===== config.mk =====
export PLATFORM = sky130hd
export DESIGN_NAME = load_store_unit_flat
export DESIGN_NICKNAME = d
export VERILOG_FILES = /design/src/rtl/load_store_unit_pkg.sv /design/src/rtl/load_store_unit_if.sv /design/src/rtl/load_store_unit_align.sv /design/src/rtl/load_store_unit.sv /design/src/flat_wrapper.sv
export SDC_FILE = /design/constraint.sdc
export NUM_CORES = 1
export LEC_CHECK = 0
export CORE_MARGIN = 5
export CORE_UTILIZATION = 40
export DETAILED_ROUTE_END_ITERATION = 7
export DONT_BUFFER_PORTS = 1
export PLACE_DENSITY_LB_ADDON = 0.1
export SYNTH_ARGS = -nofsm -noshare
export SYNTH_HDL_FRONTEND = slang
export SYNTH_SLANG_ARGS = --single-unit
export TNS_END_PERCENT = 100

===== constraint.sdc =====
create_clock -name clk -period 3.2 [get_ports clk]
set_clock_uncertainty 0.15 [all_clocks]
set_input_delay 0.32 -clock clk [delete_from_list [all_inputs] [get_ports clk]]
set_output_delay 0.32 -clock clk [all_outputs]
set_load 0.05 [all_outputs]

===== src/rtl/load_store_unit_pkg.sv =====
// ---------------------------------------------------------------------------
// load_store_unit_pkg
// Shared definitions for the load/store unit and anything that reuses its
// lane-steering helpers (for example a future data cache).
//   lsu_state_t   : FSM states of the load/store unit
//   F3_*          : RV32I load/store funct3 encodings
//   accessLegal() : decides whether a funct3/address pair may go to the bus
// ---------------------------------------------------------------------------
package load_store_unit_pkg;

  typedef enum logic [1:0] {
    IDLE      = 2'd0,
    REQ       = 2'd1,
    WAIT_RESP = 2'd2,
    DONE      = 2'd3
  } lsu_state_t;

  localparam logic [2:0] F3_B  = 3'b000;
  localparam logic [2:0] F3_H  = 3'b001;
  localparam logic [2:0] F3_W  = 3'b010;
  localparam logic [2:0] F3_BU = 3'b100;
  localparam logic [2:0] F3_HU = 3'b101;

  // An access is legal when the width exists for that direction (stores
  // have no unsigned variants) and the address is naturally aligned.
  function automatic logic accessLegal(input logic       isStore,
                                       input logic [2:0] funct3,
                                       input logic [1:0] addrLo);
    logic ok;
    ok = 1'b0;
    case (funct3)
      F3_B:    ok = 1'b1;
      F3_H:    ok = ~addrLo[0];
      F3_W:    ok = (addrLo == 2'b00);
      F3_BU:   ok = ~isStore;
      F3_HU:   ok = ~isStore & ~addrLo[0];
      default: ok = 1'b0;
    endcase
    return ok;
  endfunction

endpackage


===== src/rtl/load_store_unit_if.sv =====
// ---------------------------------------------------------------------------
// load_store_unit_if
// Word-aligned memory bus between the load/store unit and the memory system.
//   mem_valid/mem_ready : request handshake (master drives valid)
//   mem_we              : 1 = write request
//   mem_addr            : word-aligned byte address
//   mem_wdata/mem_wstrb : lane-replicated store data and byte enables
//   mem_rvalid/mem_rdata: read response from the slave
// ---------------------------------------------------------------------------
interface load_store_unit_if;

  logic        mem_valid;
  logic        mem_ready;
  logic        mem_we;
  logic [31:0] mem_addr;
  logic [31:0] mem_wdata;
  logic [3:0]  mem_wstrb;
  logic        mem_rvalid;
  logic [31:0] mem_rdata;

  modport master (
    output mem_valid, mem_we, mem_addr, mem_wdata, mem_wstrb,
    input  mem_ready, mem_rvalid, mem_rdata
  );

  modport slave (
    input  mem_valid, mem_we, mem_addr, mem_wdata, mem_wstrb,
    output mem_ready, mem_rvalid, mem_rdata
  );

endinterface


===== src/rtl/load_store_unit_align.sv =====
// ---------------------------------------------------------------------------
// lsu_align
// Purely combinational byte-lane steering shared by the load/store unit.
//   funct3_i     : RV32I width/sign field
//   addrLo_i     : byte offset within the word
//   wdata_i      : raw store data (rs2)
//   rdata_i      : raw read word from the bus
//   storeData_o  : store data replicated across all lanes of its width
//   storeStrb_o  : byte enables for the store
//   loadData_o   : selected lane, sign- or zero-extended to 32 bits
// ---------------------------------------------------------------------------
module lsu_align
  import load_store_unit_pkg::*;
(
  input  logic [2:0]  funct3_i,
  input  logic [1:0]  addrLo_i,
  input  logic [31:0] wdata_i,
  input  logic [31:0] rdata_i,
  output logic [31:0] storeData_o,
  output logic [3:0]  storeStrb_o,
  output logic [31:0] loadData_o
);

  logic [7:0]  byteSel;
  logic [15:0] halfSel;

  // Replicating the store data into every lane means the memory only has
  // to honour the strobes; it never needs to shift data itself.
  always_comb begin
    storeData_o = wdata_i;
    storeStrb_o = 4'b0000;
    case (funct3_i)
      F3_B: begin
        storeData_o = {4{wdata_i[7:0]}};
        storeStrb_o = 4'b0001 << addrLo_i;
      end
      F3_H: begin
        storeData_o = {2{wdata_i[15:0]}};
        storeStrb_o = addrLo_i[1] ? 4'b1100 : 4'b0011;
      end
      F3_W: begin
        storeStrb_o = 4'b1111;
      end
      default: begin
        storeStrb_o = 4'b0000;
      end
    endcase
  end

  // Pick the addressed byte and halfword out of the returned word.
  always_comb begin
    byteSel = rdata_i[7:0];
    case (addrLo_i)
      2'd0:    byteSel = rdata_i[7:0];
      2'd1:    byteSel = rdata_i[15:8];
      2'd2:    byteSel = rdata_i[23:16];
      default: byteSel = rdata_i[31:24];
    endcase
    halfSel = addrLo_i[1] ? rdata_i[31:16] : rdata_i[15:0];
  end

  // funct3[2] selects zero extension; the plain encodings sign-extend.
  always_comb begin
    loadData_o = 32'd0;
    case (funct3_i)
      F3_B:    loadData_o = {{24{byteSel[7]}}, byteSel};
      F3_H:    loadData_o = {{16{halfSel[15]}}, halfSel};
      F3_W:    loadData_o = rdata_i;
      F3_BU:   loadData_o = {24'd0, byteSel};
      F3_HU:   loadData_o = {16'd0, halfSel};
      default: loadData_o = 32'd0;
    endcase
  end

endmodule


===== src/rtl/load_store_unit.sv =====
// ---------------------------------------------------------------------------
// load_store_unit
// Memory-access stage of the multicycle RV32I core. Takes one load/store
// command per start strobe, runs a single word-aligned bus transaction and
// reports completion with an optional register-write request.
//   clk, rstn           : core clock, asynchronous active-low reset
//   start               : one-cycle command strobe (ignored unless idle)
//   is_store, funct3    : access direction and width/sign
//   addr, wdata, rd     : byte address, store data, load destination
//   busy                : command in flight (cycle after start through done)
//   done, fault         : completion pulse and abort flag
//   result              : extended load data, valid with done
//   reg_write_enabled   : write-back request for successful loads to rd!=0
//   reg_write_dest      : latched rd
//   mem                 : bus master port (see load_store_unit_if)
// Parameter TIMEOUT_CYCLES bounds the wait for a read response; 0 disables it.
// ---------------------------------------------------------------------------
module load_store_unit
  import load_store_unit_pkg::*;
#(
  parameter int unsigned TIMEOUT_CYCLES = 255
) (
  input  logic        clk,
  input  logic        rstn,
  input  logic        start,
  input  logic        is_store,
  input  logic [2:0]  funct3,
  input  logic [31:0] addr,
  input  logic [31:0] wdata,
  input  logic [4:0]  rd,
  output logic        busy,
  output logic        done,
  output logic        fault,
  output logic [31:0] result,
  output logic        reg_write_enabled,
  output logic [4:0]  reg_write_dest,
  load_store_unit_if.master mem
);

  // The counter only has to reach TIMEOUT_CYCLES-1, the value seen during
  // the last permitted cycle of waiting.
  localparam int unsigned TW = (TIMEOUT_CYCLES > 1) ? $clog2(TIMEOUT_CYCLES) : 1;
  localparam logic [TW-1:0] TIMER_LAST =
    TW'((TIMEOUT_CYCLES == 0) ? 0 : TIMEOUT_CYCLES - 1);

  lsu_state_t  state_q, state_d;
  logic        isStore_q, isStore_d;
  logic [2:0]  funct3_q, funct3_d;
  logic [31:0] addr_q, addr_d;
  logic [31:0] wdata_q, wdata_d;
  logic [4:0]  rd_q, rd_d;
  logic        fault_q, fault_d;
  logic [31:0] result_q, result_d;
  logic [TW-1:0] timer_q, timer_d;

  logic [31:0] storeData;
  logic [3:0]  storeStrb;
  logic [31:0] loadData;
  logic        inReq;

  lsu_align u_align (
    .funct3_i    (funct3_q),
    .addrLo_i    (addr_q[1:0]),
    .wdata_i     (wdata_q),
    .rdata_i     (mem.mem_rdata),
    .storeData_o (storeData),
    .storeStrb_o (storeStrb),
    .loadData_o  (loadData)
  );

  // State and command registers. The async reset returns to IDLE at once so
  // an in-flight request is withdrawn without producing a done pulse.
  always_ff @(posedge clk or negedge rstn) begin
    if (!rstn) begin
      state_q   <= IDLE;
      isStore_q <= 1'b0;
      funct3_q  <= 3'd0;
      addr_q    <= 32'd0;
      wdata_q   <= 32'd0;
      rd_q      <= 5'd0;
      fault_q   <= 1'b0;
      result_q  <= 32'd0;
      timer_q   <= '0;
    end else begin
      state_q   <= state_d;
      isStore_q <= isStore_d;
      funct3_q  <= funct3_d;
      addr_q    <= addr_d;
      wdata_q   <= wdata_d;
      rd_q      <= rd_d;
      fault_q   <= fault_d;
      result_q  <= result_d;
      timer_q   <= timer_d;
    end
  end

  // Next-state logic. Illegal or misaligned commands jump straight to DONE
  // with a fault so the bus is never touched. Stores finish on the request
  // handshake; loads wait for rvalid, which beats a simultaneous timeout.
  always_comb begin
    state_d   = state_q;
    isStore_d = isStore_q;
    funct3_d  = funct3_q;
    addr_d    = addr_q;
    wdata_d   = wdata_q;
    rd_d      = rd_q;
    fault_d   = fault_q;
    result_d  = result_q;
    timer_d   = timer_q;
    case (state_q)
      IDLE: begin
        if (start) begin
          isStore_d = is_store;
          funct3_d  = funct3;
          addr_d    = addr;
          wdata_d   = wdata;
          rd_d      = rd;
          result_d  = 32'd0;
          timer_d   = '0;
          if (accessLegal(is_store, funct3, addr[1:0])) begin
            fault_d = 1'b0;
            state_d = REQ;
          end else begin
            fault_d = 1'b1;
            state_d = DONE;
          end
        end
      end
      REQ: begin
        if (mem.mem_ready) begin
          timer_d = '0;
          state_d = isStore_q ? DONE : WAIT_RESP;
        end
      end
      WAIT_RESP: begin
        if (mem.mem_rvalid) begin
          result_d = loadData;
          state_d  = DONE;
        end else if ((TIMEOUT_CYCLES != 0) && (timer_q == TIMER_LAST)) begin
          fault_d = 1'b1;
          state_d = DONE;
        end else begin
          timer_d = timer_q + 1'b1;
        end
      end
      DONE: begin
        state_d = IDLE;
      end
      default: begin
        state_d = IDLE;
      end
    endcase
  end

  // Core-facing outputs. result_q is only loaded by a successful read, so it
  // is already zero for stores and faults; gating with done keeps it quiet
  // between completions.
  assign busy              = (state_q != IDLE);
  assign done              = (state_q == DONE);
  assign fault             = done & fault_q;
  assign result            = done ? result_q : 32'd0;
  assign reg_write_enabled = done & ~isStore_q & ~fault_q & (rd_q != 5'd0);
  assign reg_write_dest    = rd_q;

  // Bus outputs come straight from latched registers while in REQ, so they
  // cannot change until the handshake; outside REQ everything reads zero.
  assign inReq          = (state_q == REQ);
  assign mem.mem_valid  = inReq;
  assign mem.mem_we     = inReq & isStore_q;
  assign mem.mem_addr   = inReq ? {addr_q[31:2], 2'b00} : 32'd0;
  assign mem.mem_wdata  = (inReq && isStore_q) ? storeData : 32'd0;
  assign mem.mem_wstrb  = (inReq && isStore_q) ? storeStrb : 4'b0000;

endmodule


===== src/flat_wrapper.sv =====
// flat-port wrapper written by rule: the top's interface ports become plain ports
module load_store_unit_flat import load_store_unit_pkg::*;
#(
  parameter int unsigned TIMEOUT_CYCLES = 255
)
  (clk, rstn, start, is_store, funct3, addr, wdata, rd, busy, done, fault, result, reg_write_enabled, reg_write_dest, mem_mem_valid, mem_mem_we, mem_mem_addr, mem_mem_wdata, mem_mem_wstrb, mem_mem_ready, mem_mem_rvalid, mem_mem_rdata);
  load_store_unit_if mem_i ();
  input  logic clk;
  input  logic rstn;
  input  logic start;
  input  logic is_store;
  input  logic [2:0] funct3;
  input  logic [31:0] addr;
  input  logic [31:0] wdata;
  input  logic [4:0] rd;
  output logic busy;
  output logic done;
  output logic fault;
  output logic [31:0] result;
  output logic reg_write_enabled;
  output logic [4:0] reg_write_dest;
  output wire logic [$bits(mem_i.mem_valid)-1:0] mem_mem_valid;
  output wire logic [$bits(mem_i.mem_we)-1:0] mem_mem_we;
  output wire logic [$bits(mem_i.mem_addr)-1:0] mem_mem_addr;
  output wire logic [$bits(mem_i.mem_wdata)-1:0] mem_mem_wdata;
  output wire logic [$bits(mem_i.mem_wstrb)-1:0] mem_mem_wstrb;
  input wire logic [$bits(mem_i.mem_ready)-1:0] mem_mem_ready;
  input wire logic [$bits(mem_i.mem_rvalid)-1:0] mem_mem_rvalid;
  input wire logic [$bits(mem_i.mem_rdata)-1:0] mem_mem_rdata;
  assign mem_mem_valid = mem_i.mem_valid;
  assign mem_mem_we = mem_i.mem_we;
  assign mem_mem_addr = mem_i.mem_addr;
  assign mem_mem_wdata = mem_i.mem_wdata;
  assign mem_mem_wstrb = mem_i.mem_wstrb;
  assign mem_i.mem_ready = mem_mem_ready;
  assign mem_i.mem_rvalid = mem_mem_rvalid;
  assign mem_i.mem_rdata = mem_mem_rdata;
  load_store_unit #(.TIMEOUT_CYCLES(TIMEOUT_CYCLES)) u_core (.clk(clk), .rstn(rstn), .start(start), .is_store(is_store), .funct3(funct3), .addr(addr), .wdata(wdata), .rd(rd), .busy(busy), .done(done), .fault(fault), .result(result), .reg_write_enabled(reg_write_enabled), .reg_write_dest(reg_write_dest), .mem(mem_i));
endmodule

== Yosys cells after proc, flatten, opt, wreduce, memory -nomap -nowiden ==
Cells that the tools add are included.
Cells by class
  $add $sub $neg: 1
  eq/ne operators: 21
  shift-type cells: 1
  muxes and demuxes: 33
  bitwise gates (word level): 10
  reduce and logical (&&, ||, !) cells: 15
Operators with widths (number)
  32-bit two-way mux: 5
  32-bit one-hot mux with 5 select lines: 1
  32-bit one-hot mux with 2 select lines: 2
  8-bit one-hot mux with 3 select lines: 2
  8-bit two-way mux: 4
  16-bit two-way mux: 1
  3-bit equality test, second input constant: 4
  4-bit one-hot mux with 3 select lines: 1
  2-bit two-way mux: 5
  2-bit != test, second input constant: 5
  8-bit by 1-bit adder with 8-bit output, second input constant: 1
  8-bit equality test, second input constant: 1
  4-bit two-way mux: 2
  2-bit one-hot mux with 4 select lines: 1
  1-bit two-way mux: 7
  1-bit AND: 6
  2-bit equality test, second input constant: 3
  3-bit by 1-bit equality test with 1-bit output, second input constant: 2
  3-bit by 2-bit equality test with 1-bit output, second input constant: 2
  2-bit zero test: 3
  3-bit zero test: 2
  3-bit AND reduction: 2
  1-bit one-hot mux with 5 select lines: 1
  5-bit AND reduction: 1
  other kinds (12): 17
Storage, ports and cells
  bits in registers: 116
  input bits: 110
  logic and storage cells: 90

== Longest topological paths before layout ==
  depth in word-level cells: 8
  mapped depth: 9

== Hierarchy ==
A second synthesis with hierarchy kept.
Second synthesis, totals
  cell total of the unflattened synthesis: 592
  area total of the unflattened synthesis: 6637.6 um2
By module, submodules not included
  load_store_unit: times used 1, cells each 435, area an instance 5331.4 um2, seq. area each 2902.8 um2
  lsu_align: times used 1, cells each 157, area an instance 1306.3 um2, seq. area each 0.0 um2

== Worst setup path before layout ==
No wires, ideal clock.
  path kind: flip-flop to output port
  start: register u_core.state_q[0]
  end: output port reg_write_enabled
  arrival: 2.827 ns
  data required time: 2.730 ns
  slack: -0.097 ns
  cell stages (with the launch flop): 4
  path through: dfrtp_1 ha_1 clkbuf_1 nor4b_1
Between the ends
  word-level cells in the longest chain between the ends: 4
Ends and longest elaborated chain
  start: declaration: line load_store_unit.sv:46  | lsu_state_t state_q, state_d;
  start signal: assignment: line load_store_unit.sv:85  | state_q <= state_d;
  2-bit equality test: line load_store_unit.sv:159  | assign done = (state_q == DONE);
  named net done: line flat_wrapper.sv:17  | output logic done;
  1-bit AND (3 in series): line load_store_unit.sv:162  | assign reg_write_enabled = done & ~isStore_q & ~fault_q & (rd_q != 5'd0);
  end: declaration: line flat_wrapper.sv:20  | output logic reg_write_enabled;
The timed path passes the listed nets, and every way through them passes these cells.

== Worst setup path after layout ==
  start: register u_core.funct3_q[1]
  end: output port mem_mem_wdata[8]
Between the ends
  word-level cells in the longest chain between the ends: 3
Ends and longest elaborated chain
  start: declaration: line load_store_unit.sv:48  | logic [2:0] funct3_q, funct3_d;
  start signal: assignment: line load_store_unit.sv:87  | funct3_q <= funct3_d;
  3-bit by 1-bit equality test with 1-bit output or 3-bit zero test (tied branches): line load_store_unit_align.sv:32  | case (funct3_i)
  32-bit one-hot mux with 2 select lines *: line load_store_unit_align.sv:32
  32-bit two-way mux *: line load_store_unit.sv:171  | assign mem.mem_wdata = (inReq && isStore_q) ? storeData : 32'd0;
  end: declaration: line flat_wrapper.sv:25  | output wire logic [$bits(mem_i.mem_wdata)-1:0] mem_mem_wdata;
Mark *: on every way between the ends. The rest lies on a longest branch, timed or not.

==> impl_results.md <==
- Synth Instances: 552
- CTS HTree Levels: 4
- Port-buffer cells: 0
- Multi-input gate area: 0.00304 mm²
- Inserted Diodes: 0
- Max incr delay on CP: 480 ps
- Slew Limit Fails: 0
- Final worst slack: 421 ps
- DRC viols: 0
- Synthesized area per cell: 11.0 µm²
- Final estimated routing congestion in global placement: 0.801
- CTS Buf Count: 17
- Via count: 4993
- Initial antenna violation count: 0
- Setup crit end: mem_mem_wdata[8]
- Nets: 784
- Vias per cell: 5.75
- Buf/Inv on CP: 1
- Slew @ Worst Pin: 1120 ps
- Crit-path slowest cell: dfrtp_1
- Die W: 133 µm
- R2R setup slack: 610 ps
- Tcrit/Tclk final: 86.8%
- Iter 0 DRT Violations: 315
- Crit Path Max Fanout: 17
- Commonest non-fill, non-tap cell in the layout: dfrtp_1
- Register area share after synthesis: 47.6%
- Top FF cell, synth: dfrtp_1
- Total gr overflow: 0
- Finished Layout Cells: 869
- Vias in the first global route: 5251
- Post-placement cell count: 736
- Core Box Area: 0.0151 mm²
- Static Leakage: 3.58 nW
- Synth async-reset ratio: 100%
- Max Fclk: 0.360 GHz
- Crit. path cell count: 5
- Crit path DAT: 2310 ps
- Clock root cell: clkbuf_16
- WP data required: 2730 ps
- Final critical-path required period: 2780 ps
- WS Path Type: reg -> out
- Starting density of the core: 40.4%
- Post-synth EDFFs: 0
- Io pins: 221
- Largest net degree at the start of global routing: 117
- Synth warn: 0
- Worst-path clk slew: 60 ps
- VDD IR-drop max: 0.990 mV
- Tot GR Track Use: 21.3%
- Crit path max-delay family: simple AND/OR/NAND/NOR gates
- Reg-to-Reg Start: u_core.state_q[0]$_DFFE_PN0P_
- HPWL after DPL: 12200 µm
- Area delta synth->final: 34.6%
- Row cnt: 45
- Layout cells sized above 1: 25.1%
- Fillers: 1314
- Longest Clk Path Bufs: 2
- Final setup viols: 0
- Worst r2r path cells: 6
- Clock sink total: 116
- Drt pass-1 iters: 5
- First-pass GRT wire length: 29700 µm
- Worst Setup End Kind: primary output
- CTS tree: built
- Wirelength per Cell: 21.7 µm
- Crit path from: u_core.funct3_q[1]$_DFFE_PN0P_
- Clock insertion delay at the later pin of the skew report: 410 ps
- Post-route ant nets: 0
- Cell Chain, Critical Path: or2_2 > nor2_2 > nand2_1 > a21oi_1 > buf_4
- Post-synth cell types: 50
- Hold Crit Class: in -> reg
- Placement Setup Slack: 644 ps
- Yosys reg bits: 116
- Reg2Reg Capture Point: u_core.result_q[19]$_DFFE_PN0P_
- Register area: 0.00290 mm²
- Postcts setup bufs: 0
- Mapped Area: 0.00609 mm²
- Final hold vios: 0
- RSZ-0062 raised after global routing: false
- # Max-Cap Violations: 0
- Die Ht: 133 µm
- Max transition margin: 24.8%
- Die area: 0.0178 mm²
- Routed wire length: 18900 µm
- Pwr/cell area: 1120 mW/mm²
- Setup_tns: 0 ps
- Most frequent cells in the layout: 116 x dfrtp_1, 100 x dlygate4sd3_1, 73 x mux2_2, 65 x and2_1, 39 x buf_4
- Critical Path Source Type: flop
- Run status: finished clean
[metal layers]
metal	vias to the layer above	global-route usage, %	routed length (µm)
li1	2254	-	-
met1	2504	25.8	7590
met3	31	7.63	1580
met2	204	35.3	9360
met4	0	7.09	325
met5	-	0	0
[repair_timing]
item | CTS | global route
hold endpoints to repair | 216 | 0
gates resized for setup | 0 | 0
hold buffers | 101 | 0
[cells by family after synthesis]
group	share of synthesized area, %
compound gates	14.0
fa+ha+maj	1.23
buf+inv	3.59
flops	47.6
mux	18.4
other cells	0.0616
simple gates	15.0
[state kept, by name, indices dropped and copies added, names as in the netlist]
name,cells
u_core.wdata_q,32
u_core.timer_q,8
u_core.state_q,2
u_core.result_q,32
u_core.isStore_q,1
u_core.addr_q,32
u_core.reg_write_dest,5
u_core.fault_q,1
u_core.funct3_q,3
[how the worst min path moves through the flow]
stage	start	endpoint	slack, ps	depth (start not counted)
final	mem_mem_rdata[13]	u_core.result_q[13]$_DFFE_PN0P_	20	2
after global routing	mem_mem_rdata[24]	u_core.result_q[8]$_DFFE_PN0P_	9	2
after CTS	mem_mem_rdata[14]	u_core.result_q[14]$_DFFE_PN0P_	4	2
after detailed placement	rstn	u_core.timer_q[6]$_DFFE_PN0P_	-120	0
after global placement	rstn	u_core.addr_q[25]$_DFFE_PN0P_	-120	0
after floorplan	rstn	u_core.addr_q[0]$_DFFE_PN0P_	-130	0
[cells in the mapped netlist, drive strengths merged (2+ instances only)]
cell type,number,share of area [%]
nor3,2,0.16
and2,65,6.7
o21a,2,0.25
ha,6,1.2
mux2i,12,2.0
nand4,3,0.31
nor2b,3,0.31
o211ai,2,0.25
nor3b,2,0.25
nor4,3,0.31
a21oi,23,1.9
o31ai,2,0.25
or3,2,0.21
or4,6,0.80
a211oi,9,1.1
a22o,8,1.2
a22oi,17,2.1
and3,13,1.3
dfrtp,116,48
nor2,18,1.2
o21ai,21,1.7
inv,8,0.49
buf,9,0.86
nand2,38,2.3
mux4,8,3.0
clkbuf,36,2.2
nand3,4,0.33
a221o,25,4.1
mux2,73,13
nand2b,3,0.31
[where the power goes]
group / total (W) / internal, W / switching [W]
Combinational: 0.00432 / 0.00148 / 0.00284
Clock: 0.00208 / 0.00139 / 0.000691
Sequential: 0.00279 / 0.00214 / 0.000659
Total: 0.00919 / 0.00500 / 0.00419
[metrics by stage]
step / hold slack (ps) / power, W / utilization (%) / instance area, µm²
floorplan: -126 / 0.00604 / - / 6100
global placement: -117 / 0.00688 / 43.2 / 6520
detailed placement: -116 / 0.00697 / 43.2 / 6520
CTS: 4.23 / 0.00922 / 54.4 / 8200
global route: 9.36 / 0.00968 / 54.4 / 8200
finish: 21.7 / 0.00919 / 54.4 / 8200
[area by class of cell]
type,count,area share (%)
Clock buffer,21,5.86
Clock inverter,11,2.11
Inverter,8,0.366
Multi-Input combinational cell,384,37.1
Sequential cell,116,35.4
Tap cell,188,2.87
Timing Repair Buffer,141,16.4
Power figures use the tool's default switching activity.
